<file path="src/rtl/wb_stage.sv">
// Writeback stage: W pipeline register, load data extraction,
// register-file write, forwarding, load address error, trace.
module wb_stage #(
  parameter logic [31:0] RESET_PC = 32'hbfc00000
) (
  input  logic        clk,
  input  logic        reset,
  input  logic        m_valid,
  output logic        m_ready,
  input  logic [31:0] m_pc,
  input  logic [31:0] m_aluout,
  input  logic [31:0] m_mem_rdata,
  input  logic [4:0]  m_writereg,
  input  logic        m_regwrite,
  input  logic        m_memtoreg,
  input  logic [2:0]  m_load_type,
  input  logic        flush,
  input  logic        stall_w,
  output logic        rf_we,
  output logic [4:0]  rf_waddr,
  output logic [31:0] rf_wdata,
  output logic        fwd_valid,
  output logic [4:0]  fwd_reg,
  output logic [31:0] fwd_data,
  output logic        exc_adel,
  output logic [31:0] exc_badvaddr,
  output logic [31:0] debug_wb_pc,
  output logic [3:0]  debug_wb_rf_wen,
  output logic [4:0]  debug_wb_rf_wnum,
  output logic [31:0] debug_wb_rf_wdata
);

  typedef struct packed {
    logic        valid;
    logic [31:0] pc;
    logic [31:0] aluout;
    logic [31:0] mem_rdata;
    logic [4:0]  writereg;
    logic        regwrite;
    logic        memtoreg;
    logic [2:0]  load_type;
  } w_t;

  w_t w;

  logic        retire;
  logic        misaligned;
  logic        wr_ok;
  logic        is_lw;
  logic        is_lb;
  logic        is_lbu;
  logic        is_lh;
  logic        is_lhu;
  logic [7:0]  ld_byte;
  logic [15:0] ld_half;
  logic [31:0] ld_data;
  logic [31:0] result;

  assign m_ready = ~w.valid | ~stall_w;
  assign retire  = w.valid & ~stall_w;

  // flush wins over a simultaneous accept; other fields may go stale
  always_ff @(posedge clk or posedge reset) begin
    if (reset) begin
      w    <= '0;
      w.pc <= RESET_PC;
    end else if (flush) begin
      w.valid <= 1'b0;
    end else if (m_ready) begin
      w.valid     <= m_valid;
      w.pc        <= m_pc;
      w.aluout    <= m_aluout;
      w.mem_rdata <= m_mem_rdata;
      w.writereg  <= m_writereg;
      w.regwrite  <= m_regwrite;
      w.memtoreg  <= m_memtoreg;
      w.load_type <= m_load_type;
    end
  end

  assign is_lw  = (w.load_type == 3'd0);
  assign is_lb  = (w.load_type == 3'd1);
  assign is_lbu = (w.load_type == 3'd2);
  assign is_lh  = (w.load_type == 3'd3);
  assign is_lhu = (w.load_type == 3'd4);

  always_comb begin
    ld_byte = w.mem_rdata[7:0];
    unique case (w.aluout[1:0])
      2'd0: ld_byte = w.mem_rdata[7:0];
      2'd1: ld_byte = w.mem_rdata[15:8];
      2'd2: ld_byte = w.mem_rdata[23:16];
      2'd3: ld_byte = w.mem_rdata[31:24];
    endcase
  end

  assign ld_half = w.aluout[1] ? w.mem_rdata[31:16]
                               : w.mem_rdata[15:0];

  always_comb begin
    ld_data = w.mem_rdata;
    unique case (1'b1)
      is_lb:   ld_data = {{24{ld_byte[7]}}, ld_byte};
      is_lbu:  ld_data = {24'd0, ld_byte};
      is_lh:   ld_data = {{16{ld_half[15]}}, ld_half};
      is_lhu:  ld_data = {16'd0, ld_half};
      default: ld_data = w.mem_rdata;
    endcase
  end

  assign result = w.memtoreg ? ld_data : w.aluout;

  assign misaligned = w.memtoreg &
    (((is_lh | is_lhu) & w.aluout[0]) |
     (is_lw & (w.aluout[1:0] != 2'd0)));

  assign wr_ok = w.regwrite & (w.writereg != 5'd0) & ~misaligned;

  assign rf_we    = retire & wr_ok;
  assign rf_waddr = w.writereg;
  assign rf_wdata = result;

  assign fwd_valid = w.valid & wr_ok;
  assign fwd_reg   = w.writereg;
  assign fwd_data  = result;

  assign exc_adel     = retire & misaligned;
  assign exc_badvaddr = w.aluout;

  assign debug_wb_pc       = w.pc;
  assign debug_wb_rf_wen   = rf_we ? 4'hf : 4'h0;
  assign debug_wb_rf_wnum  = w.writereg;
  assign debug_wb_rf_wdata = result;

endmodule
</file>
<file path="config.mk">
export PLATFORM = sky130hd
export DESIGN_NAME = wb_stage
export DESIGN_NICKNAME = d
export VERILOG_FILES = /design/src/rtl/wb_stage.sv
export SDC_FILE = /design/constraint.sdc
export NUM_CORES = 1
export LEC_CHECK = 0
export ABC_AREA = 1
export BUFFER_PORTS_ARGS = -buffer_cell sky130_fd_sc_hd__buf_2
export CORE_UTILIZATION = 48
export CTS_CLUSTER_DIAMETER = 50
export DETAILED_ROUTE_END_ITERATION = 12
export PLACE_DENSITY = 0.77
export SKIP_CTS_REPAIR_TIMING = 1
export SYNTH_ARGS = -nofsm -noshare
export SYNTH_HDL_FRONTEND = slang
export SYNTH_SLANG_ARGS = --single-unit
</file>
<file path="constraint.sdc">
create_clock -name clk -period 4.3 [get_ports clk]
set_clock_uncertainty 0.15 [all_clocks]
set_input_delay 0.86 -clock clk [delete_from_list [all_inputs] [get_ports clk]]
set_output_delay 0.86 -clock clk [all_outputs]
set_load 0.01 [all_outputs]
</file>
==> impl_metrics.py, run 1 <==
metrics = {
    "outcome": {
        "status": "finished clean",
    },
    "layout": {
        "drive_above_1_share_pct": 51.9,
        "area_delta_synth_final_pct": 11.3,
        "multi_input_area_um2": 2440,
        "seqCellArea_um2": 2690,
        "fill_cells": 1262,
        "final_common_cell": "buf_2",
        "final_cell_mix": "buf_2 (293), nand2_1 (146), dfrtp_1 (97)",
        "finish.utilization_pct": 54.8,
        "fin_nets": 957,
    },
    "synth": {
        "yosys.area.top_type": "dfrtp_1",
        "yosysSeqAreaShare_pct": 41.3,
        "synth.distinct_cells": 27,
        "avgSynthCellArea_um2": 9.09,
        "synth_top_area_share_pct": 37.6,
        "synth_area_leaders": "dfrtp_1 (38%), buf_4 (17%), mux2_2 (16%)",
        "synth_area_um2": 6520,
        "postSynthCellCount": 717,
        "ys_seq_elements": 107,
        "syn_nets": 828,
        "synth_warnings": 0,
    },
    "floorplan": {
        "fp.dieArea_um2": 14000,
        "core_area_um2": 13200,
        "ioPinCount": 294,
        "start_util_pct": 49.2,
        "fp.dieH_um": 119,
        "fp.dieW_um": 119,
        "fp-row-count": 42,
    },
    "clock_tree": {
        "clkSlewWorstSetupHoldPaths_ns": 0.08,
        "htree_num_levels": 3,
        "cts_tree": "built",
        "clock_latency_ns": 0.35,
        "numCtsBuffers": 9,
        "clock_path_buffers": 2,
        "root_buffer": "clkbuf_16",
        "cts.sinks": 107,
    },
    "min_path": {
        "hold_class": "flip-flop to flip-flop",
        "min_from": "debug_wb_pc[5]",
    },
    "setup_path": {
        "cp-end-kind": "output pin",
        "critPathRequiredTime_ns": 3.29,
        "crit_type": "flip-flop to output pin",
        "crit_path_start": "w[2]",
        "timing.rr.start": "w[106]",
        "cp_max_fo": 33,
        "cp-start-kind": "flip-flop",
        "critPathArrivalTime_ns": 2.48,
    },
    "placement": {
        "place_ws_ns": 1.19,
        "place.gp.congestion": 0.867,
        "dp_hpwl_um": 11500,
        "port-buffer-count": 293,
    },
    "sta": {
        "timing.hold.ws_ns": 0.352,
        "worst_pin_slew_ns": 0.929,
        "slew_violations": 0,
        "worst_slack_ns": 0.809,
        "setup_violations": 0,
        "layout_worst_path_cycle_share_pct": 81.2,
        "slew_headroom_pct": 38.0,
        "period_needed_ns": 3.49,
        "fmax_mhz": 286,
        "rsz0062_at_grt": "no",
        "final.setup.tns_ns": 0,
        "hold_viol_final": 0,
    },
    "global_routing": {
        "grt_overflow_total": 0,
        "grt_use_total_pct": 23.0,
        "grt_pass1_wl_um": 24900,
        "grt_max_degree": 70,
        "antenna_found_initial": 1,
        "grt_pass1_vias": 4790,
    },
    "route": {
        "ant_nets": 0,
        "drc": 0,
        "dr.pass1.iters": 5,
        "vias": 5038,
        "wl_per_cell_um": 15.2,
        "drtIter0Drc": 293,
        "via_per_inst": 4.90,
        "wl_um": 15700,
    },
    "power_and_ir_drop": {
        "peakVddDrop_v": 0.000343,
        "p_leak_nw": 3.88,
        "power.total_w": 0.00317,
        "p_per_area_nw_per_um2": 437,
    },
    "job": {
        "timing.max_cap.violations": 0,
    },
}
## layout make-up
type,instances,share of cell area (%)
Clock inverter,5,0.569
Timing Repair Buffer,297,20.8
Inverter,25,1.40
Tap cell,176,3.04
Multi-Input combinational cell,406,33.6
Antenna cell,1,0.0345
Sequential cell,107,37.1
Clock buffer,11,3.48
## per-stage QoR
step,instance area (µm²),std cells
finish,7250,1028
global route,7250,1028
CTS,7250,1027
detailed placement,6960,1011
global placement,6960,1011
floorplan,6520,717
## worst max-delay path: stages, from the launching register on
cell     delay (ns)
dfrtp_1        0.42
inv_1          0.17
nand3_2        0.59
nand2_1        0.47
nand3_1        0.11
nand2_1        0.09
nand2_1        0.10
buf_2          0.16
## layer usage
metal | track usage, % | vias to the layer above | part of all wire (%) | wire length [µm]
li1 | - | 2416 | - | -
met1 | 29.7 | 2369 | 43 | 6690
met2 | 37.7 | 236 | 49 | 7620
met3 | 6.76 | 17 | 7.4 | 1160
met4 | 5.62 | 0 | 1.2 | 182
met5 | 0 | - | 0 | 0
## flip-flops by register name, summed over array words and instances (netlist names)
register          count
debug_wb_pc          32
debug_wb_rf_wnum      5
exc_badvaddr         32
w                    38
## cell families after synthesis
group	share of synthesized area, %
AOI/OAI and AO/OA	1.27
buffers and inverters	21.5
DFF	41.3
and+or+nand+nor	19.9
muxes	16.1
## report_power, final
group	leakage (nW)	switching, W	internal [W]
logic	2.50	0.000646	0.000460
registers	1.23	0.000104	0.00114
clock network	0.144	0.000391	0.000432
total	3.88	0.00114	0.00203
## cells in the mapped netlist
master and instances:
nand4_1 1, clkinv_1 1, nor3_2 1, nor2_2 5, nor2_1 63, buf_6 5
buf_1 1, clkbuf_1 5, or2_2 1, o21ai_0 1, mux2_2 93, a21oi_1 14
dfrtp_1 98, inv_2 3, dfstp_2 9, o211ai_1 1, buf_4 148, buf_2 19
nand2_2 3, nand2_4 1, inv_1 20, nand2_1 147, nand3_2 8, buf_8 1
nand3_4 1, inv_6 1, nand3_1 66
## path summary, 6_finish.rpt
path	end	slack (ns)	depth (start not counted)
worst min register to register	debug_wb_pc[5]	0.35	1
worst max-delay path	rf_wdata[8]	0.81	7
max in group asynchronous	debug_wb_pc[26]	2.57	3
min in group asynchronous	debug_wb_pc[11]	0.49	2
worst min-delay path	debug_wb_pc[5]	0.35	1
worst max register to register	debug_wb_pc[7]	2.14	4
Power figures use the tool's default switching activity.
==> run 2: changes to the inputs <==
==> constraint.sdc (replaced) <==
create_clock -name clk -period 3.6 [get_ports clk]
set_clock_uncertainty 0.15 [all_clocks]
set_input_delay 0.72 -clock clk [delete_from_list [all_inputs] [get_ports clk]]
set_output_delay 0.72 -clock clk [all_outputs]
set_load 0.01 [all_outputs]
==> impl_metrics.py, run 2 (synthesized netlist as in run 1, its figures left out) <==
metrics = {
    "sta": {
        "slew_headroom_pct": 53.2,
        "layout_worst_path_cycle_share_pct": 89.7,
        "fmax_mhz": 310,
        "final.setup.tns_ns": 0,
        "worst_pin_slew_ns": 0.702,
        "setup_violations": 0,
        "hold_viol_final": 0,
        "period_needed_ns": 3.23,
        "timing.hold.ws_ns": 0.234,
        "rsz0062_at_grt": "no",
        "slew_violations": 0,
    },
    "job": {
        "timing.max_cap.violations": 0,
    },
    "clock_tree": {
        "clock_latency_ns": 0.36,
        "htree_num_levels": 3,
        "root_buffer": "clkbuf_16",
        "clkSlewWorstSetupHoldPaths_ns": 0.08,
        "clock_path_buffers": 2,
        "cts_tree": "built",
        "numCtsBuffers": 9,
        "cts.sinks": 107,
    },
    "power_and_ir_drop": {
        "power.total_w": 0.00380,
        "clkPwrFrac_pct": 25.9,
        "power_frac_comb_pct": 34.8,
        "p_leak_nw": 3.89,
        "switching_power_w": 0.00139,
        "p_sw_share_pct": 36.7,
        "peakVddDrop_v": 0.000306,
        "sequentialPowerShare_pct": 39.3,
        "internal_power_w": 0.00240,
        "p_per_area_nw_per_um2": 520,
    },
    "floorplan": {
        "core_area_um2": 13200,
        "ioPinCount": 294,
        "fp.dieArea_um2": 14000,
        "start_util_pct": 49.2,
        "fp.dieW_um": 119,
        "fp-row-count": 42,
        "fp.dieH_um": 119,
    },
    "global_routing": {
        "grt_use_total_pct": 23.0,
        "grt_pass1_vias": 4824,
        "grt_max_degree": 88,
        "grt_overflow_total": 0,
        "antenna_found_initial": 0,
        "grt_pass1_wl_um": 24800,
    },
    "setup_path": {
        "r2r_slack_ns": 1.70,
        "crit_type": "flip-flop to output pin",
        "cp-start-kind": "flip-flop",
        "crit_path_start": "exc_badvaddr[1]",
        "cp-end-kind": "output pin",
        "critPathRequiredTime_ns": 2.73,
        "critPathArrivalTime_ns": 2.36,
        "timing.rr.start": "w[106]",
        "ff2ff_path_depth": 4,
        "r2r-end": "debug_wb_pc[9]",
        "critPathCapture": "rf_wdata[31]",
        "cp_max_fo": 20,
    },
    "route": {
        "drtIter0Drc": 196,
        "wl_um": 15600,
        "ant_nets": 0,
        "via_per_inst": 4.86,
        "vias": 5012,
        "dr.pass1.iters": 4,
        "drc": 0,
        "wl_per_cell_um": 15.1,
    },
    "layout": {
        "drive_above_1_share_pct": 52.2,
        "final_common_cell": "buf_2",
        "fin_nets": 961,
        "regMostFlops": "w",
        "area_delta_synth_final_pct": 11.9,
        "largest_reg_flops": 38,
        "final_cells": 1031,
        "n_antenna_cell": 0,
        "final_cell_mix": "buf_2 (293), nand2_1 (146), dfrtp_1 (97)",
    },
    "min_path": {
        "hold_class": "input pin to async pin",
    },
    "placement": {
        "dp.cells": 1015,
        "dp_hpwl_um": 11600,
        "port-buffer-count": 293,
        "place.gp.congestion": 0.847,
    },
    "outcome": {
        "status": "finished clean",
    },
}
-- run 2: power groups by stage --
stage | logic [W] | clock network, W | registers (W)
after floorplan | 0.00122 | 0 | 0.00146
after global placement | 0.00132 | 0 | 0.00151
after detailed placement | 0.00133 | 0 | 0.00151
after CTS | 0.00134 | 0.00102 | 0.00149
after global routing | 0.00146 | 0.00106 | 0.00151
final | 0.00132 | 0.000983 | 0.00149
-- run 2: per-layer routing --
layer	global-route usage (%)	vias to the layer above	share of wire, %
met3	4.83	29	6.8
met5	0	-	0
li1	-	2430	-
met1	27.9	2347	41
met2	38.6	206	50
met4	11.6	0	2.9
-- run 2: per-stage QoR --
step                      util, %  area, µm²  setup slack (ns)
final                        55.1       7290             0.371
after global routing         55.1       7290             0.159
after CTS                    55.1       7290             0.347
after detailed placement     52.9       7000             0.752
after global placement       52.9       7000             0.793
after floorplan                 -       6520              1.21
-- run 2: cell type report --
type	instances	area (µm²)
Fill cell	1261	5950
Sequential cell	107	2690
Multi-Input combinational cell	406	2440
Timing Repair Buffer	301	1550
Clock buffer	9	225
Tap cell	176	220
Inverter	25	103
Clock inverter	7	65.1
-- run 2: worst min path at each step --
| stage | cells past startpoint | slack (ns) | startpoint | end |
|---|---|---|---|---|
| after floorplan | 1 | 0.32 | w[4] | w[4] |
| after global placement | 1 | 0.33 | debug_wb_pc[21] | debug_wb_pc[21] |
| after detailed placement | 1 | 0.34 | debug_wb_pc[6] | debug_wb_pc[6] |
| after CTS | 2 | 0.23 | reset | exc_badvaddr[13] |
| after global routing | 2 | 0.27 | reset | exc_badvaddr[13] |
| final | 2 | 0.23 | reset | exc_badvaddr[13] |
-- run 2: critical path: stages, from the launching register on --
cell,delay [ns]
dfrtp_1,0.80
nand2_1,0.18
nand2_1,0.14
nand4_1,0.15
nand2_4,0.24
nor2_1,0.08
nor2_1,0.21
buf_2,0.18
==> run 3: changes to the inputs <==
==> constraint.sdc (replaced) <==
create_clock -name clk -period 3.7 [get_ports clk]
set_clock_uncertainty 0.15 [all_clocks]
set_input_delay 0.74 -clock clk [delete_from_list [all_inputs] [get_ports clk]]
set_output_delay 0.74 -clock clk [all_outputs]
set_load 0.01 [all_outputs]
==> impl_metrics.py, run 3 (synthesized netlist as in run 1, its figures left out) <==
metrics = {
    "layout": {
        "area_delta_synth_final_pct": 11.7,
        "final_cell_mix": "buf_2 (293), nand2_1 (146), dfrtp_1 (97)",
        "multi_input_area_um2": 2440,
        "n_antenna_cell": 0,
        "drive_above_1_share_pct": 52.1,
        "fill_cells": 1270,
        "final_common_cell": "buf_2",
        "fin_nets": 960,
        "largest_reg_flops": 38,
        "regMostFlops": "w",
        "seqCellArea_um2": 2690,
    },
    "global_routing": {
        "grt_overflow_total": 0,
        "grt_pass1_vias": 4765,
        "grt_max_degree": 67,
        "antenna_found_initial": 0,
        "grt_pass1_wl_um": 24800,
        "grt_use_total_pct": 22.9,
    },
    "sta": {
        "hold_viol_final": 0,
        "setup_violations": 0,
        "slew_violations": 0,
        "worst_slack_ns": 0.454,
        "timing.hold.ws_ns": 0.280,
        "fmax_mhz": 308,
        "layout_worst_path_cycle_share_pct": 87.7,
        "rsz0062_at_grt": "no",
        "slew_headroom_pct": 53.3,
        "worst_pin_slew_ns": 0.700,
        "final.setup.tns_ns": 0,
        "period_needed_ns": 3.25,
    },
    "floorplan": {
        "fp-row-count": 42,
        "core_area_um2": 13200,
        "fp.dieArea_um2": 14000,
        "fp.dieW_um": 119,
        "start_util_pct": 49.2,
        "fp.dieH_um": 119,
        "ioPinCount": 294,
    },
    "setup_path": {
        "worst_path_max_delay_cell": "dfrtp_1",
        "critPathArrivalTime_ns": 2.36,
        "cp-start-kind": "flip-flop",
        "crit_path_cell_trace": "nand2_1 -> nand2_1 -> nand4_1 -> nand2_4 -> nor2_1 -> nor2_1 -> buf_2",
        "critPathRequiredTime_ns": 2.81,
        "cp-end-kind": "output pin",
        "cp_max_fo": 20,
        "crit_type": "flip-flop to output pin",
        "critPathMaxStageDelay_ns": 0.80,
        "cp_top_family": "simple AND/OR/NAND/NOR gates",
        "r2r_slack_ns": 1.79,
        "worst-path-buf-inv": 1,
    },
    "outcome": {
        "status": "finished clean",
    },
    "clock_tree": {
        "clock_path_buffers": 2,
        "htree_num_levels": 3,
        "cts_tree": "built",
        "cts.sinks": 107,
        "root_buffer": "clkbuf_16",
        "clock_latency_ns": 0.34,
        "clkSlewWorstSetupHoldPaths_ns": 0.08,
        "numCtsBuffers": 9,
    },
    "placement": {
        "place_ws_ns": 0.854,
        "dp_hpwl_um": 11700,
        "port-buffer-count": 293,
        "place.gp.congestion": 0.859,
    },
    "power_and_ir_drop": {
        "p_leak_nw": 3.89,
        "p_per_area_nw_per_um2": 504,
        "power.total_w": 0.00367,
        "peakVddDrop_v": 0.000250,
    },
    "route": {
        "wl_per_cell_um": 15.2,
        "drtIter0Drc": 245,
        "via_per_inst": 4.88,
        "vias": 5028,
        "dr.pass1.iters": 4,
        "ant_nets": 0,
        "wl_um": 15700,
        "drc": 0,
    },
    "job": {
        "timing.max_cap.violations": 0,
    },
    "min_path": {
        "hold_class": "input pin to async pin",
    },
}
run 3: cell types whose count changed in the layout (fill, tap and decap cells not counted):
cell | before | now
inv_8 | 2 | 0
buf_4 | 6 | 5
clkbuf_8 | 0 | 1
clkinv_2 | 0 | 1
clkinv_4 | 1 | 2
clkinvlp_4 | 2 | 1
inv_4 | 0 | 1
inv_6 | 4 | 3
run 3: metal layers:
layer	vias to the layer above	global-route usage, %	share of wire, %
li1	2428	-	-
met1	2369	29.1	42
met2	212	38.2	50
met3	19	4.39	6.4
met4	0	9.18	1.8
met5	-	0	0
run 3: final timing paths:
kind	cells past startpoint	from	endpoint
min in group clk	1	debug_wb_pc[6]	debug_wb_pc[6]
setup / recovery	7	exc_badvaddr[1]	rf_wdata[30]
hold reg to reg	1	debug_wb_pc[6]	debug_wb_pc[6]
setup reg to reg	4	w[106]	debug_wb_pc[21]
max in group asynchronous	3	reset	debug_wb_pc[31]
hold / removal	2	reset	debug_wb_pc[16]
run 3: report_power, final:
group | internal (W) | leakage, nW | switching [W]
clock network | 0.000482 | 0.139 | 0.000446
registers | 0.00132 | 1.23 | 0.000129
logic | 0.000540 | 2.52 | 0.000747
run 3: area by class of cell:
class | count | share of cell area, %
Clock inverter | 6 | 0.653
Tap cell | 176 | 3.03
Inverter | 25 | 1.39
Clock buffer | 10 | 3.28
Timing Repair Buffer | 300 | 21.2
Multi-Input combinational cell | 406 | 33.5
Sequential cell | 107 | 37.0
run 3: per-stage QoR:
stage               cell area (µm²)  std cells  utilization, %
global placement               6990       1014            52.8
detailed placement             6990       1014            52.8
global route                   7280       1030            55.0
floorplan                      6520        717               -
finish                         7280       1030            55.0
CTS                            7280       1030            55.0
